### src/rtl/decode_stage.sv
`default_nettype none
// ============================================================================
// decode_stage : registered RV32I/E decode stage, 1-2 uops per instruction.
// Optional RV32M decode enabled by defining BURV_MULDIV_EN.   Rev 1.0
// ============================================================================
module decode_stage #(
  parameter int XLEN         = 32,
  parameter int GP_REG_COUNT = 32,
  localparam int RA_W         = $clog2(GP_REG_COUNT),
  localparam int ALU_OP_WIDTH = 5
) (
  input  logic                    clk,
  input  logic                    rst,
  input  logic                    in_valid_i,
  output logic                    in_ready_o,
  input  logic [31:0]             instr_i,
  input  logic [XLEN-1:0]         instr_addr_i,
  input  logic                    flush_i,
  output logic                    out_valid_o,
  input  logic                    out_ready_i,
  output logic                    out_last_o,
  output logic                    out_ucycle_o,
  output logic [XLEN-1:0]         pc_o,
  output logic [RA_W-1:0]         rs1_addr_o,
  output logic [RA_W-1:0]         rs2_addr_o,
  output logic [RA_W-1:0]         rd_addr_o,
  output logic                    rf_we_o,
  output logic                    rf_write_sel_o,
  output logic [ALU_OP_WIDTH-1:0] alu_op_o,
  output logic [1:0]              operand_a_sel_o,
  output logic [1:0]              operand_b_sel_o,
  output logic                    lsu_r_en_o,
  output logic                    lsu_w_en_o,
  output logic                    lsu_sign_extend_o,
  output logic [1:0]              lsu_data_type_o,
  output logic [XLEN-1:0]         imm_o,
  output logic                    compressed_o,
  output logic                    jump_o,
  output logic                    branch_o,
  output logic                    illegal_o,
  output logic                    md_en_o,
  output logic [2:0]              md_op_o
);
  localparam logic [ALU_OP_WIDTH-1:0] ALU_ADD = 5'd0,  ALU_SUB = 5'd1,  ALU_XOR = 5'd2,
    ALU_OR = 5'd3, ALU_AND = 5'd4, ALU_SLL = 5'd5, ALU_SRL = 5'd6, ALU_SRA = 5'd7,
    ALU_SLT = 5'd8, ALU_SLTU = 5'd9, ALU_EQ = 5'd10, ALU_NE = 5'd11, ALU_LT = 5'd12,
    ALU_GE = 5'd13, ALU_LTU = 5'd14, ALU_GEU = 5'd15, ALU_PASS = 5'd16;
  localparam logic [1:0] ALU_OP_SEL_RF1 = 2'd0, ALU_OP_SEL_RF2 = 2'd1,
    ALU_OP_SEL_IMM = 2'd2, ALU_OP_SEL_PC = 2'd3;
  localparam logic RF_WRITE_ALU = 1'b0, RF_WRITE_LSU = 1'b1;
  localparam logic [1:0] DATA_WORD = 2'd2;
  localparam logic [4:0] OPC_LOAD = 5'b00000, OPC_MISC_MEM = 5'b00011, OPC_OP_IMM = 5'b00100,
    OPC_AUIPC = 5'b00101, OPC_STORE = 5'b01000, OPC_OP = 5'b01100, OPC_LUI = 5'b01101,
    OPC_BRANCH = 5'b11000, OPC_JALR = 5'b11001, OPC_JAL = 5'b11011, OPC_SYSTEM = 5'b11100;

  typedef enum logic [1:0] {S_EMPTY = 2'd0, S_UOP0 = 2'd1, S_UOP1 = 2'd2} state_t;

  function automatic logic [ALU_OP_WIDTH-1:0] alu_arith(input logic [2:0] f3, input logic alt);
    case (f3)
      3'd0:    alu_arith = alt ? ALU_SUB : ALU_ADD;
      3'd1:    alu_arith = ALU_SLL;
      3'd2:    alu_arith = ALU_SLT;
      3'd3:    alu_arith = ALU_SLTU;
      3'd4:    alu_arith = ALU_XOR;
      3'd5:    alu_arith = alt ? ALU_SRA : ALU_SRL;
      3'd6:    alu_arith = ALU_OR;
      default: alu_arith = ALU_AND;
    endcase
  endfunction

  function automatic logic [XLEN-1:0] sext(input logic [31:0] v);
    sext = XLEN'($signed(v));
  endfunction

  state_t                  state_q;
  logic                    out_valid_q, out_last_q, ucycle_q;
  logic [31:0]             instr_q;
  logic [XLEN-1:0]         pc_q, opc_pc_q, imm_q;
  logic [RA_W-1:0]         rs1_q, rs2_q, rd_q;
  logic                    rf_we_q, wsel_q, lsu_r_q, lsu_w_q, sext_q, comp_q, jump_q, branch_q, ill_q;
  logic [ALU_OP_WIDTH-1:0] alu_q;
  logic [1:0]              a_sel_q, b_sel_q, dtype_q;

  logic                    in_accept, out_xfer, uc;
  logic [31:0]             ins;
  logic [2:0]              f3;
  logic [6:0]              f7;
  logic                    use_rs1, use_rs2, use_rd;
  logic                    rf_we_d, wsel_d, lsu_r_d, lsu_w_d, sext_d, jump_d, branch_d, ill_d, last_d;
  logic [ALU_OP_WIDTH-1:0] alu_d;
  logic [1:0]              a_sel_d, b_sel_d, dtype_d;
  logic [XLEN-1:0]         imm_d;
`ifdef BURV_MULDIV_EN
  logic                    md_en_d, md_en_q;
  logic [2:0]              md_op_q;
`endif

  assign in_ready_o = !rst && !flush_i && (state_q == S_EMPTY || (out_ready_i && out_last_q));
  assign in_accept  = in_valid_i && in_ready_o;
  assign out_xfer   = out_valid_q && out_ready_i;
  // uop1 is decoded from the held copy of the instruction, uop0 straight from the input
  assign uc  = !in_accept;
  assign ins = in_accept ? instr_i : instr_q;
  assign f3  = ins[14:12];
  assign f7  = ins[31:25];

  always_comb begin
    rf_we_d = 1'b0; wsel_d = RF_WRITE_ALU; alu_d = ALU_ADD;
    a_sel_d = ALU_OP_SEL_RF1; b_sel_d = ALU_OP_SEL_RF2;
    lsu_r_d = 1'b0; lsu_w_d = 1'b0; sext_d = 1'b0; dtype_d = DATA_WORD;
    imm_d = '0; jump_d = 1'b0; branch_d = 1'b0; ill_d = 1'b0;
    use_rs1 = 1'b0; use_rs2 = 1'b0; use_rd = 1'b0;
`ifdef BURV_MULDIV_EN
    md_en_d = 1'b0;
`endif
    case (ins[6:2])
      OPC_OP: begin
        use_rs1 = 1'b1; use_rs2 = 1'b1; use_rd = 1'b1; rf_we_d = 1'b1;
        if (f7 == 7'h00 || (f7 == 7'h20 && (f3 == 3'd0 || f3 == 3'd5))) alu_d = alu_arith(f3, f7[5]);
`ifdef BURV_MULDIV_EN
        else if (f7 == 7'h01) begin md_en_d = 1'b1; alu_d = ALU_AND; end
`endif
        else ill_d = 1'b1;
      end
      OPC_OP_IMM: begin
        use_rs1 = 1'b1; use_rd = 1'b1; rf_we_d = 1'b1; b_sel_d = ALU_OP_SEL_IMM;
        alu_d = alu_arith(f3, f3 == 3'd5 && f7[5]);
        if (f3 == 3'd1 || f3 == 3'd5) begin
          imm_d = XLEN'(ins[24:20]);
          ill_d = !(f7 == 7'h00 || (f3 == 3'd5 && f7 == 7'h20));
        end else imm_d = sext({{20{ins[31]}}, ins[31:20]});
      end
      OPC_LUI: begin
        use_rd = 1'b1; rf_we_d = 1'b1; alu_d = ALU_PASS;
        a_sel_d = ALU_OP_SEL_IMM; b_sel_d = ALU_OP_SEL_IMM; imm_d = sext({ins[31:12], 12'b0});
      end
      OPC_AUIPC: begin
        use_rd = 1'b1; rf_we_d = 1'b1;
        a_sel_d = ALU_OP_SEL_PC; b_sel_d = ALU_OP_SEL_IMM; imm_d = sext({ins[31:12], 12'b0});
      end
      OPC_LOAD: begin
        use_rs1 = 1'b1; use_rd = 1'b1; rf_we_d = 1'b1; wsel_d = RF_WRITE_LSU; lsu_r_d = 1'b1;
        b_sel_d = ALU_OP_SEL_IMM; imm_d = sext({{20{ins[31]}}, ins[31:20]});
        sext_d = !f3[2]; dtype_d = f3[1:0];
        ill_d = (f3[1:0] == 2'b11) || (f3[2] && f3[1]);
      end
      OPC_STORE: begin
        use_rs1 = 1'b1; use_rs2 = 1'b1; lsu_w_d = 1'b1; b_sel_d = ALU_OP_SEL_IMM;
        imm_d = sext({{20{ins[31]}}, ins[31:25], ins[11:7]}); dtype_d = f3[1:0];
        ill_d = (f3 > 3'd2);
      end
      OPC_BRANCH: begin
        use_rs1 = 1'b1; use_rs2 = 1'b1; branch_d = 1'b1;
        imm_d = sext({{19{ins[31]}}, ins[31], ins[7], ins[30:25], ins[11:8], 1'b0});
        ill_d = (f3 == 3'd2 || f3 == 3'd3);
        if (uc) begin
          a_sel_d = ALU_OP_SEL_PC; b_sel_d = ALU_OP_SEL_IMM;
        end else begin
          case (f3)
            3'd0: alu_d = ALU_EQ;   3'd1: alu_d = ALU_NE;
            3'd4: alu_d = ALU_LT;   3'd5: alu_d = ALU_GE;
            3'd6: alu_d = ALU_LTU;  default: alu_d = ALU_GEU;
          endcase
        end
      end
      OPC_JAL, OPC_JALR: begin
        use_rd = 1'b1; use_rs1 = ins[3] == 1'b0; jump_d = 1'b1; b_sel_d = ALU_OP_SEL_IMM;
        ill_d = ins[3] == 1'b0 && f3 != 3'd0;
        if (!uc) begin
          // uop0 computes the link address PC + instruction length
          a_sel_d = ALU_OP_SEL_PC; rf_we_d = 1'b1;
          imm_d = (ins[1:0] != 2'b11) ? XLEN'(2) : XLEN'(4);
        end else if (ins[3]) begin
          a_sel_d = ALU_OP_SEL_PC;
          imm_d = sext({{11{ins[31]}}, ins[31], ins[19:12], ins[20], ins[30:21], 1'b0});
        end else begin
          a_sel_d = ALU_OP_SEL_RF1; imm_d = sext({{20{ins[31]}}, ins[31:20]});
        end
      end
      OPC_SYSTEM, OPC_MISC_MEM: ;
      default: ill_d = 1'b1;
    endcase
    if ((use_rs1 && 32'(ins[19:15]) >= GP_REG_COUNT) || (use_rs2 && 32'(ins[24:20]) >= GP_REG_COUNT)
        || (use_rd && 32'(ins[11:7]) >= GP_REG_COUNT)) ill_d = 1'b1;
    if (ins[11:7] == 5'd0) rf_we_d = 1'b0;
    if (ill_d) begin
      rf_we_d = 1'b0; lsu_r_d = 1'b0; lsu_w_d = 1'b0; jump_d = 1'b0; branch_d = 1'b0;
`ifdef BURV_MULDIV_EN
      md_en_d = 1'b0;
`endif
    end
    last_d = uc || !(jump_d || branch_d);
  end

  always_ff @(posedge clk) begin
    if (rst) begin
      state_q <= S_EMPTY; out_valid_q <= 1'b0; out_last_q <= 1'b0; ucycle_q <= 1'b0;
      instr_q <= '0; pc_q <= '0; opc_pc_q <= '0; imm_q <= '0;
      rs1_q <= '0; rs2_q <= '0; rd_q <= '0; rf_we_q <= 1'b0; wsel_q <= 1'b0;
      alu_q <= '0; a_sel_q <= '0; b_sel_q <= '0; lsu_r_q <= 1'b0; lsu_w_q <= 1'b0;
      sext_q <= 1'b0; dtype_q <= '0; comp_q <= 1'b0; jump_q <= 1'b0; branch_q <= 1'b0; ill_q <= 1'b0;
`ifdef BURV_MULDIV_EN
      md_en_q <= 1'b0; md_op_q <= '0;
`endif
    end else if (flush_i) begin
      state_q <= S_EMPTY; out_valid_q <= 1'b0; ucycle_q <= 1'b0;
    end else if (in_accept || (out_xfer && !out_last_q)) begin
      state_q <= in_accept ? S_UOP0 : S_UOP1;
      out_valid_q <= 1'b1; out_last_q <= last_d; ucycle_q <= uc;
      if (in_accept) begin
        instr_q <= instr_i; pc_q <= instr_addr_i; opc_pc_q <= instr_addr_i;
      end
      rs1_q <= ins[15 +: RA_W]; rs2_q <= ins[20 +: RA_W]; rd_q <= ins[7 +: RA_W];
      rf_we_q <= rf_we_d; wsel_q <= wsel_d; alu_q <= alu_d; a_sel_q <= a_sel_d; b_sel_q <= b_sel_d;
      lsu_r_q <= lsu_r_d; lsu_w_q <= lsu_w_d; sext_q <= sext_d; dtype_q <= dtype_d; imm_q <= imm_d;
      comp_q <= ins[1:0] != 2'b11; jump_q <= jump_d; branch_q <= branch_d; ill_q <= ill_d;
`ifdef BURV_MULDIV_EN
      md_en_q <= md_en_d; md_op_q <= f3;
`endif
    end else if (out_xfer) begin
      state_q <= S_EMPTY; out_valid_q <= 1'b0; ucycle_q <= 1'b0;
    end
  end

  assign out_valid_o = out_valid_q;       assign out_last_o = out_last_q;
  assign out_ucycle_o = ucycle_q;         assign pc_o = opc_pc_q;
  assign rs1_addr_o = rs1_q;              assign rs2_addr_o = rs2_q;
  assign rd_addr_o = rd_q;                assign rf_we_o = rf_we_q;
  assign rf_write_sel_o = wsel_q;         assign alu_op_o = alu_q;
  assign operand_a_sel_o = a_sel_q;       assign operand_b_sel_o = b_sel_q;
  assign lsu_r_en_o = lsu_r_q;            assign lsu_w_en_o = lsu_w_q;
  assign lsu_sign_extend_o = sext_q;      assign lsu_data_type_o = dtype_q;
  assign imm_o = imm_q;                   assign compressed_o = comp_q;
  assign jump_o = jump_q;                 assign branch_o = branch_q;
  assign illegal_o = ill_q;
`ifdef BURV_MULDIV_EN
  assign md_en_o = md_en_q;               assign md_op_o = md_op_q;
`else
  assign md_en_o = 1'b0;                  assign md_op_o = 3'b000;
`endif
endmodule
`default_nettype wire
### config.mk
export PLATFORM = sky130hd
export DESIGN_NAME = decode_stage
export DESIGN_NICKNAME = d
export VERILOG_FILES = /design/src/rtl/decode_stage.sv
export SDC_FILE = /design/constraint.sdc
export NUM_CORES = 1
export LEC_CHECK = 0
export CORE_MARGIN = 8
export CORE_UTILIZATION = 45
export CTS_BUF_LIST = sky130_fd_sc_hd__clkbuf_8 sky130_fd_sc_hd__clkbuf_16
export DETAILED_ROUTE_END_ITERATION = 16
export DONT_BUFFER_PORTS = 1
export GPL_ROUTABILITY_DRIVEN = 0
export GPL_TIMING_DRIVEN = 1
export PLACE_DENSITY = 0.63
export SYNTH_ARGS = -nofsm -noshare
export SYNTH_HDL_FRONTEND = slang
export SYNTH_SLANG_ARGS = --single-unit
### constraint.sdc
create_clock -name clk -period 2.5 [get_ports clk]
set_input_delay 0.25 -clock clk [delete_from_list [all_inputs] [get_ports clk]]
set_output_delay 0.25 -clock clk [all_outputs]
set_load 0.02 [all_outputs]
==> results.md, run 1 <==
Outcome:
- The run finished with clean final reports.

Synth:
- Synthesis instantiated 74 different standard cells from the library.
- After synthesis the cells add up to 6043 um2.
- The flip-flop and latch count after synthesis is 120.
- A synthesized cell averages 7.859 um2.
- Of the synthesized area, sequential elements account for 39.75%.
- The number of warning messages in the yosys log is 0.
- The cell count after synthesis is 769.
- The most used flip-flop cell after synthesis is sky130_fd_sc_hd__dfxtp_1.
- Counting flops with an async set or reset pin after synthesis yields a share of 0%.
- The number of synthesized flops with an enable pin is 0.

Worst setup path:
- The data arrival at the endpoint of the critical path is 2.62 ns.
- The number of buffer and inverter instances along the worst setup path is 0.
- In this run the worst path has a maximum fanout of 10.
- The worst setup path is of the reg -> reg kind.
- The endpoint of the worst-slack reg-to-reg timing path is imm_o[4].
- The kind of cell adding the most delay to the critical path is compound AO/OA/AOI/OAI gates.
- The flop-to-flop setup slack is 0.20 ns.
- Data on the critical path is required at its endpoint by 2.82 ns.
- The type of destination of the critical path is a flop.
- Among all stages on the critical path, the largest delay is contributed by sky130_fd_sc_hd__dfxtp_1.
- Traced cell by cell, the critical path runs through nand4b_1 > a21oi_1 > a31oi_1 > nand2_1 > a221o_1 > a32o_1.
- The worst setup path is launched from a flop.
- The worst register-to-register path begins at instr_q[4].
- The largest single stage delay on the critical path is 0.53 ns.
- The number of cells on the worst reg-to-reg path is 6.

Floorplanning:
- The die boundary height is 131.9 um.
- Once the floorplan was initialized, standard cells occupied 45.82% of the core.
- The I/O pin count is 176.
- The core footprint is 13,190 um2.
- The number of placement rows is 42.
- The die covers 17,390 um2.
- The horizontal extent of the die is 131.9 um.

Worst hold path:
- The min-delay analysis places its worst path in the category in -> reg.
- The worst hold path terminates at state_q[0].
- The worst hold path passes through 3 cells.
- The worst hold path begins at rst.

Clocking:
- Post-CTS timing repair inserted 0 buffers for setup.
- The buffer depth of the longest clock path is 2.
- TritonCTS built the clock tree.
- The H-tree was split into 4 levels.
- The clock sink count is 120.
- The clock transition at the registers of the reported paths is 0.05 ns.
- The number of buffers created by CTS is 17.
- In this run the clock root is driven by a sky130_fd_sc_hd__clkbuf_16.
- The source-to-sink clock delay at the later pin of the worst-skew pair is 0.43 ns.

Global route:
- The first global-routing pass estimated 33,670 um of wire.
- Global routing consumed, on the met3 layer, 9.070% of the routing resources.
- The total overflow left after global routing is 0.
- The initial antenna violation count is 1.
- The routing usage on met2 is 38.11%.
- In this run the most used layer during global routing was met2.
- The met1 layer usage reported by global route is 28.07%.
- The number of global-route vias before repair is 6,000.
- Entering global routing, the biggest net connects 89 pins.
- Global routing consumed, over all layers together, 24.04% of the routing resources.

Timing:
- The fraction of the cycle the final worst path needs is 91.95%.
- For the final routed database, the setup TNS stands at 0 ns.
- At the pin with the least slew margin, the transition time is 0.9198 ns.
- The worst slew slack as a fraction of its limit is 38.61%.
- The final setup slack of the worst path is 0.2013 ns.
- The maximum frequency from static timing analysis is 435.0 MHz.
- The number of slew-limit violations in the final report was 0.
- Between clock sinks in the finished design, the worst skew comes to 0.02398 ns.
- The post-layout minimum cycle time is 2.299 ns.
- The number of hold violations in the final report is 0.
- Setup violations remaining at the end of the flow were counted as 0.
- Setup repair after global routing left no endpoint under its margin.

Cells and area:
- Compared with the post-synthesis result, the final layout area differs by 22.07%.
- The net count of the finished layout is 880.
- In the layout the commonest cells are sky130_fd_sc_hd__nand2_1, sky130_fd_sc_hd__dfxtp_1, sky130_fd_sc_hd__a21oi_1.
- Leaving out fill and tap cells, the most frequent cell in the layout is sky130_fd_sc_hd__nand2_1.
- Of the cells placed in the final design, the portion with a size suffix greater than 1 is 10.49%.

Power:
- The analysis attributes to net switching a power of 1.210 mW.
- Internal power comes to 3.756 mW.
- The share of total power dissipated in sequential elements is 42.1%.
- The power per cell area is 673.2 nW/um2.
- Of the total power, combinational logic draws 10.5%.
- The worst-case IR drop observed on VDD is 0.0004587 V.
- Of the total power, the share spent switching nets is 24.37%.
- The leakage power summed over all cells is 2.678 nW.
- Per report_power, the clock group accounts for 47.4% of the total.

Detailed routing:
- For this block, the initial DRC count from the detailed router was 837.
- The routed wirelength normalized by instance count is 21.37 um.
- The number of detailed-route iterations in the first pass is 6.
- The routed via count is 6,161.
- After detailed routing, the number of remaining DRC violations is 0.
- The number of antenna-violating nets in the routed design is 0.
- The average vias per placed instance is 6.180.
- For this block, the routed nets add up to 21,300 um of wire.

Placed design:
- The setup slack after placement is 0.1647 ns.
- Input and output buffers added on the ports amount to 0.
- Once detailed placement completed, the half-perimeter wirelength came to 14,160 um.

Flow run:
- Max-cap violations in this run came to 0.
[cell usage after synthesis (all sizes together) (6+ instances only)]
cell / number / share of area [%]
dfxtp: 120 / 40
a221o: 14 / 2.3
or3: 7 / 0.72
mux2i: 7 / 1.2
a22oi: 6 / 0.75
o21ai: 34 / 3.0
o22ai: 11 / 1.1
nand2: 166 / 10
nor4: 7 / 0.83
nor2: 51 / 3.4
a211oi: 9 / 1.2
clkbuf: 30 / 1.9
a22o: 33 / 4.8
nand3: 16 / 1.3
nor3: 17 / 1.4
nand2b: 6 / 0.62
a21oi: 94 / 7.8
buf: 53 / 5.4
[kinds of logic (layout without fill, tap and decap cells)]
logic type,Yosys count,after routing,synth area share [%]
xor+xnor,2,2,0.2899
buf+inv,88,136,7.557
compound gates,248,248,27.95
flops,120,120,39.75
other cells,1,5,0.06205
simple gates,302,302,23.04
mux,8,8,1.346
[metal layers]
| metal | up-vias | share of wire [%] |
|---|---|---|
| li1 | 2833 | - |
| met1 | 2874 | 39 |
| met2 | 386 | 45 |
| met3 | 68 | 12 |
| met4 | 0 | 3.3 |
| met5 | - | 0 |
[repair_timing]
item                                    in CTS  in global routing
hold endpoints to repair                    88                  0
endpoints found under the setup margin       0                 16
resized for setup                            0                  3
hold buffers                                64                  0
[per-stage QoR]
step	utilization [%]	hold slack (ns)	cell area, um2	cells	total power [mW]
CTS	55.84	0.01291	7366	996	5.004
finish	55.93	0.02270	7377	997	4.966
global route	55.93	0.02851	7377	997	5.144
detailed placement	46.53	0.3329	6137	904	2.524
floorplan	-	0.3285	6055	772	2.449
global placement	46.53	0.3321	6137	904	2.515
[power by group through the flow]
stage	Clock, mW	Combinational, mW	Sequential, mW
after detailed placement	0	0.395	2.13
after global placement	0	0.387	2.13
after global routing	2.48	0.564	2.10
after floorplan	0	0.354	2.10
after CTS	2.41	0.508	2.09
final	2.36	0.520	2.09
[worst min-delay path, cell delays in order]
cell                      delay [ns]
sky130_fd_sc_hd__nor2_1         0.03
sky130_fd_sc_hd__nand3_1        0.07
sky130_fd_sc_hd__nand2_1        0.05
[state kept, by name (all words and copies together) (netlist names)]
signal and cells:
imm_o 32, instr_q 32, pc_o 32, alu_op_o 5, lsu_data_type_o 2, operand_a_sel_o 2, operand_b_sel_o 2, state_q 2
branch_o 1, compressed_o 1, illegal_o 1, jump_o 1, lsu_r_en_o 1, lsu_sign_extend_o 1, lsu_w_en_o 1, out_last_o 1
out_valid_o 1, rf_we_o 1, rf_write_sel_o 1
[worst max path at each step]
stage,start,end,cells past startpoint
4_1_cts,state_q[0],lsu_w_en_o,7
5_1_grt,instr_q[4],imm_o[3],6
2_1_floorplan,out_last_o,imm_o[21],8
6_report,instr_q[4],imm_o[4],6
3_5_place_dp,instr_q[2],imm_o[24],7
3_3_place_gp,instr_q[3],rf_we_o,7
[final cells by class]
type / instances / area, um2
fillers: 1201 / 5813
inverters: 5 / 18.77
diodes: 1 / 2.502
flip-flops and latches: 120 / 2405
multi-input cells: 564 / 3209
clock buffers: 22 / 494.2
clock inverters: 6 / 76.32
well taps: 176 / 220.2
repair buffers: 103 / 950.9
Note: power is estimated with default switching activity, not from simulation.
==> run 2, diff against run 1 <==
--- a/config.mk
+++ b/config.mk
@@ -5,6 +5,7 @@
 export SDC_FILE = /design/constraint.sdc
 export NUM_CORES = 1
 export LEC_CHECK = 0
+export CORE_ASPECT_RATIO = 0.9
 export CORE_MARGIN = 8
 export CORE_UTILIZATION = 45
 export CTS_BUF_LIST = sky130_fd_sc_hd__clkbuf_8 sky130_fd_sc_hd__clkbuf_16
==> results.md, run 2 (synthesis gave the netlist of run 1 again) <==
Power:
- Total power for the finished layout comes to 5.060 mW.
- The power per cell area is 689.2 nW/um2.
- The peak ir drop on the vdd network is 0.0004726 V.
- In this run the static leakage power is 2.633 nW.

Worst setup path:
- The worst setup path is launched from a flop.
- The critical path class is reg -> reg.
- The critical-path maximum fanout is 16.
- STA puts the critical path data required time at 2.85 ns.
- STA classifies the critical path endpoint as a flop.
- The worst flop-to-flop path startpoint is instr_q[2].
- At the worst endpoint, the arrival time is 2.64 ns.
- The first element of the critical path is instr_q[2].

Detailed routing:
- Once detail routing completed, the nets flagged for antenna violations numbered 0.
- The total DRC errors in the routed layout is 0.
- After detailed routing, the total wire length is 21,260 um.
- The met3 wire length is 2438 um.
- The routed via count is 6,153.
- The routed wirelength normalized by instance count is 21.61 um.
- The uppermost metal layer occupied by signal nets is met4.
- Using the TritonRoute via totals, the vias-per-cell ratio works out to 6.253.
- The routed length on met1 is 8461 um.
- In this run, the number of DRC markers left after iteration 0 of detailed routing was 706.
- The number of detailed-route iterations in the first pass is 5.
- Detailed routing placed a total of 9904 um of wire on met2.

Timing:
- The number of slew-limit violations in the final report is 0.
- The slew of the pin with the lowest slew margin is 0.7851 ns.
- The post-route setup TNS is 0 ns.
- The hold slack is 0.01254 ns.
- Subtracting the final worst setup slack from the clock period gives 2.291 ns.
- For this run, the top clock speed supported by timing is 436.5 MHz.
- The number of hold violations in the final report is 0.
- Dividing the final minimum period by the clock period gives 91.63%.
- Setup repair after global routing left no endpoint under its margin.
- The final count of negative-setup-slack endpoints is 0.
- On the final layout, the worst clock skew is 0.009814 ns.
- Setup slack closes at 0.2091 ns.
- The worst slew slack as a fraction of its limit is 47.59%.

Floorplanning:
- The core footprint is 13,210 um2.
- The floorplan step set the die width to 138.2 um.
- Pin placement for this block handled 176 I/O pins.
- The die covers 17,400 um2.
- For this configuration, the core starts out at a cell density of 45.74%.
- The floorplan has 40 rows.
- The die boundary height is 125.9 um.

Cells and area:
- From synthesis to final layout, the design area changed by 21.49%.
- The end-of-flow core utilization is 55.57%.
- After the flow finishes, the layout carries non-filler instances totaling 984.
- The post-route standard cell area excluding fillers is 7342 um2.
- Leaving out fill and tap cells, the most frequent cell in the layout is sky130_fd_sc_hd__nand2_1.
- In the layout the commonest cells are sky130_fd_sc_hd__nand2_1, sky130_fd_sc_hd__dfxtp_1, sky130_fd_sc_hd__a21oi_1.
- The diode insertion count for antenna repair is 0.
- The final net count is 873.
- The count of fill cells added during filler insertion is 1,170.
- Cells with a size suffix above 1 make up 10.05% of the layout.

Clocking:
- TritonCTS built the clock tree.
- The number of buffers created by CTS is 17.
- For the worst-skew pair, the clock arrives at the later sink with an insertion delay of 0.42 ns.
- The tree built by TritonCTS fans out to 120 sinks.
- The buffer depth of the longest clock path is 2.
- The buffer type at the clock tree root is sky130_fd_sc_hd__clkbuf_16.
- Clock-pin slew was measured on the worst setup and hold paths at 0.06 ns.
- In this run the number of H-tree levels came out at 4.

Outcome:
- The run finished with clean final reports.

Worst hold path:
- The launch instance of the worst min-delay path is instr_i[14].
- The worst hold path belongs to the class in -> reg.

Placed design:
- The placed wire-length estimate is 14,190 um.
- The cell area reported after detailed placement is 6075 um2.
- The number of port buffers is 0.
- The setup slack after placement is 0.2012 ns.
- The number of placed instances, taps included, is 889.

Global route:
- The initial antenna violation count is 0.
- The overall global routing resource usage is 23.18%.
- The number of global-route vias before repair is 5,862.
- The pin count of the biggest net entering global routing is 88.
- Summed over all layers, the global routing overflow is 0.
- The first global-routing pass estimated 33,050 um of wire.

Flow run:
- Across the run, the number of max-cap violations was 0.
## run 2: cell count changes in the layout (fill, tap and decap cells not counted), moves of 2 or more
cell and change:
sky130_fd_sc_hd__clkinv_4 +2, sky130_fd_sc_hd__dfxtp_1 +2, sky130_fd_sc_hd__clkinvlp_4 +4, sky130_fd_sc_hd__dfxtp_2 -2, sky130_fd_sc_hd__inv_1 -2, sky130_fd_sc_hd__clkbuf_8 -4, sky130_fd_sc_hd__clkinv_2 +2, sky130_fd_sc_hd__buf_4 -7
## run 2: metal layers
metal	GRT usage, %	vias up
li1	-	2824
met1	27.56	2926
met2	37.16	358
met3	9.316	45
met4	7.982	0
met5	0	-
## run 2: what timing repair did
item | 4_1_cts | 5_1_grt
setup endpoints to repair | 0 | 12
buffers inserted | 0 | 0
gates resized for setup | 0 | 2
hold buffers | 64 | 0
endpoints found under the hold margin | 88 | 0
## run 2: critical path, cell delays in order (launching register included)
cell and delay (ns):
sky130_fd_sc_hd__dfxtp_1 0.70, sky130_fd_sc_hd__nand4b_1 0.39, sky130_fd_sc_hd__a21oi_1 0.39, sky130_fd_sc_hd__a31oi_1 0.07
sky130_fd_sc_hd__buf_4 0.18, sky130_fd_sc_hd__or3_1 0.36, sky130_fd_sc_hd__a21oi_1 0.12
## run 2: path summary, 6_finish.rpt
| check | endpoint | slack (ns) | cells after the start |
|---|---|---|---|
| worst max-delay path | jump_o | 0.21 | 6 |
| worst min-delay path | instr_q[14] | 0.01 | 2 |
| worst max register to register | jump_o | 0.21 | 6 |
| worst min register to register | instr_q[1] | 0.47 | 2 |
## run 2: cell type report
class / count / area (um2) / area share, %
Multi-Input combinational cell: 564 / 3217 / 43.81
Sequential cell: 120 / 2402 / 32.72
Timing Repair Buffer: 96 / 898.4 / 12.24
Clock buffer: 18 / 439.2 / 5.982
Tap cell: 168 / 210.2 / 2.863
Clock inverter: 13 / 156.4 / 2.130
Inverter: 5 / 18.77 / 0.2556
## run 2: report_power, final
group          internal (mW)  leakage, nW  total (mW)  switching, mW
sequential              1.97        0.973        2.10          0.124
clock                   1.58        0.285        2.46          0.884
combinational          0.215         1.38       0.503          0.288
total                   3.76         2.63        5.06           1.30
==> run 3, diff against run 2 <==
--- a/config.mk
+++ b/config.mk
@@ -6,7 +6,7 @@
 export NUM_CORES = 1
 export LEC_CHECK = 0
 export CORE_ASPECT_RATIO = 0.9
-export CORE_MARGIN = 8
+export CORE_MARGIN = 2
 export CORE_UTILIZATION = 45
 export CTS_BUF_LIST = sky130_fd_sc_hd__clkbuf_8 sky130_fd_sc_hd__clkbuf_16
 export DETAILED_ROUTE_END_ITERATION = 16
==> constraint.sdc (replaced) <==
create_clock -name clk -period 2.5 [get_ports clk]
set_input_delay 0.125 -clock clk [delete_from_list [all_inputs] [get_ports clk]]
set_output_delay 0.125 -clock clk [all_outputs]
set_load 0.02 [all_outputs]
==> results.md, run 3 (synthesis gave the netlist of run 1 again) <==
Power:
- Summed over all nets, the switching power comes to 1.319 mW.
- The peak ir drop on the vdd network is 0.0004641 V.
- The part of the power in registers is 38.8%.
- Combinational logic burns 9.5% of the power.
- The leakage power summed over all cells is 2.660 nW.
- The clock network is responsible for 51.7% of the overall power.
- The power per cell area is 728.0 nW/um2.
- The switching share of total power is 24.48%.
- The internal power is 4.071 mW.

Timing:
- Setup repair after global routing left no endpoint under its margin.
- The worst pin sits at a relative slew slack of 17.78%.
- The number of slew-limit violations in the final report is 0.
- For the finished layout, the period the worst path requires is 2.278 ns.
- The maximum frequency from static timing analysis is 438.9 MHz.
- For the pin with the worst max-slew slack, the measured transition is 1.232 ns.
- The number of hold violations in the final report is 0.
- The fraction of the cycle the final worst path needs is 91.14%.
- Adding up every negative setup slack in the final design gives 0 ns.
- The post-route clock skew is 0.007865 ns.
- Setup violations remaining at the end of the flow were counted as 0.

Cells and area:
- The fraction of final layout cells with drive strength greater than 1 is 9.705%.
- The number of standard cells in the final layout excluding fillers is 982.
- The commonest non-fill, non-tap cell in the layout is sky130_fd_sc_hd__nand2_1.
- 0 antenna diodes ended up in the layout.
- Compared with the post-synthesis result, the final layout area differs by 22.53%.
- The final net count is 870.
- The library cells used most frequently in the layout, excluding fill and tap cells, are sky130_fd_sc_hd__nand2_1, sky130_fd_sc_hd__dfxtp_1, sky130_fd_sc_hd__a21oi_1.

Clocking:
- The clock transition at the registers of the reported paths is 0.06 ns.
- The TritonCTS clock tree is built.
- Clock tree synthesis inserted a total of 17 buffers.
- In this run the number of H-tree levels came out at 4.
- The buffer depth of the longest clock path is 2.
- After clock tree synthesis, the setup repair step added 0 buffers.
- The buffer type at the clock tree root is sky130_fd_sc_hd__clkbuf_16.
- The clock net in this run drives a total of 120 sinks.
- The source-to-sink clock delay at the later pin of the worst-skew pair is 0.43 ns.

Worst setup path:
- The master of the slowest instance on the critical path is sky130_fd_sc_hd__nor2_2.
- The critical-path maximum fanout is 30.
- The critical path goes through nand2_1 > or3_1 > nand2_1 > nor2_2 > a221o_1.
- The type of destination of the critical path is a flop.
- The critical path class is reg -> reg.
- In this design, the stage delay of the slowest critical-path cell is 0.94 ns.
- The data arrival at the endpoint of the critical path is 2.64 ns.
- The worst setup path is launched from a flop.
- The data required time of the critical path is 2.86 ns.
- The most frequent cell on the critical path is sky130_fd_sc_hd__nand2_1.

Global route:
- The initial antenna violation count was 0.
- Global routing used 27.65% of the available tracks.
- The pin count of the biggest net entering global routing is 91.
- The number of global-route vias before repair came to 5,831.
- The first global-routing pass estimated 31,400 um of wire.
- The total congestion overflow after global routing is 0.

Worst hold path:
- The worst min-delay path category is in -> reg.

Placed design:
- The number of port buffers is 0.
- The count of placed standard cells including taps is 884.
- Once detailed placement completed, the half-perimeter wirelength came to 13,060 um.

Detailed routing:
- The DRC marker count from the first detailed-route iteration is 830.
- Wires add up to 20,440 um.
- The average vias per placed instance is 6.283.
- The number of antenna-violating nets in the routed design is 0.
- The total DRC errors in the routed layout is 0.
- Across all layers, the routed design uses 6,170 vias.
- In the final routed layout, each cell accounts on average for 20.82 um.
- The first detailed-routing pass took 6 iterations.

Floorplanning:
- The horizontal extent of the die is 126.2 um.
- The core region is 13,210 um2.
- The die is 113.9 um tall.
- In this run the count of I/O pins placed on the die edge is 176.
- The initialized floorplan defines 40 standard-cell rows.
- The initial core utilization is 45.74%.
- The area of the die is 14,370 um2.

Flow run:
- Across the run, the number of max-cap violations was 0.

Outcome:
- The flow ran to the end, and the final reports show no timing, DRC or antenna violations.
[run 3: cell types whose count changed in the layout (fill, tap and decap cells not counted), sizes merged]
cell         delta
dlygate4sd3     +2
bufinv          +3
clkinv          -3
inv             +2
clkinvlp        -1
buf             -5
[run 3: through the flow]
stage	hold slack, ns	utilization (%)	total power, mW	setup slack (ns)	area [um2]
2_1_floorplan	0.2035	-	2.449	0.4366	6055
3_3_place_gp	0.2024	45.69	2.499	0.2021	6037
3_5_place_dp	0.2058	45.69	2.511	0.1004	6037
4_1_cts	0.005848	55.88	5.396	0.06381	7383
5_1_grt	0.02812	56.04	5.543	0.03761	7405
6_report	0.02195	56.04	5.390	0.2216	7405
[run 3: final timing paths]
kind	depth (start not counted)	startpoint	endpoint	slack, ns
setup / recovery	5	out_valid_o	imm_o[29]	0.22
hold reg to reg	2	instr_q[1]	instr_q[1]	0.47
setup reg to reg	5	out_valid_o	imm_o[29]	0.22
hold / removal	3	instr_i[7]	imm_o[11]	0.02
[run 3: repair_timing]
action	CTS	global route
endpoints found under the setup margin	0	14
hold buffers	66	0
endpoints found under the hold margin	107	0
resized for setup	0	4
[run 3: power by group through the flow]
stage	combinational, mW	clock [mW]	sequential [mW]
after CTS	0.497	2.81	2.09
after detailed placement	0.379	0	2.13
after global placement	0.369	0	2.13
after floorplan	0.354	0	2.10
final	0.513	2.78	2.09
after global routing	0.555	2.89	2.10
[run 3: layer usage]
layer | global-route usage (%) | up-vias | routed length, um
met5 | 0 | - | 0
met3 | 9.146 | 49 | 2258
met2 | 44.12 | 370 | 9596
li1 | - | 2829 | -
met1 | 34.46 | 2922 | 8128
met4 | 11.58 | 0 | 457
[run 3: area by class of cell]
| type | count | area (um2) |
|---|---|---|
| fill | 1186 | 5808 |
| multi-input combinational | 564 | 3223 |
| sequential | 120 | 2404 |
| timing repair buffer | 93 | 880.8 |
| clock buffer | 18 | 439.2 |
| clock inverter | 14 | 229.0 |
| tap | 168 | 210.2 |
| inverter | 5 | 18.77 |
[run 3: worst max-delay path, delay by kind of cell (launching register included)]
family,cells,cell delay [ns]
AND/OR/NAND/NOR,4,1.50
AO/OA/AOI/OAI,1,0.32
flip-flops,1,0.38
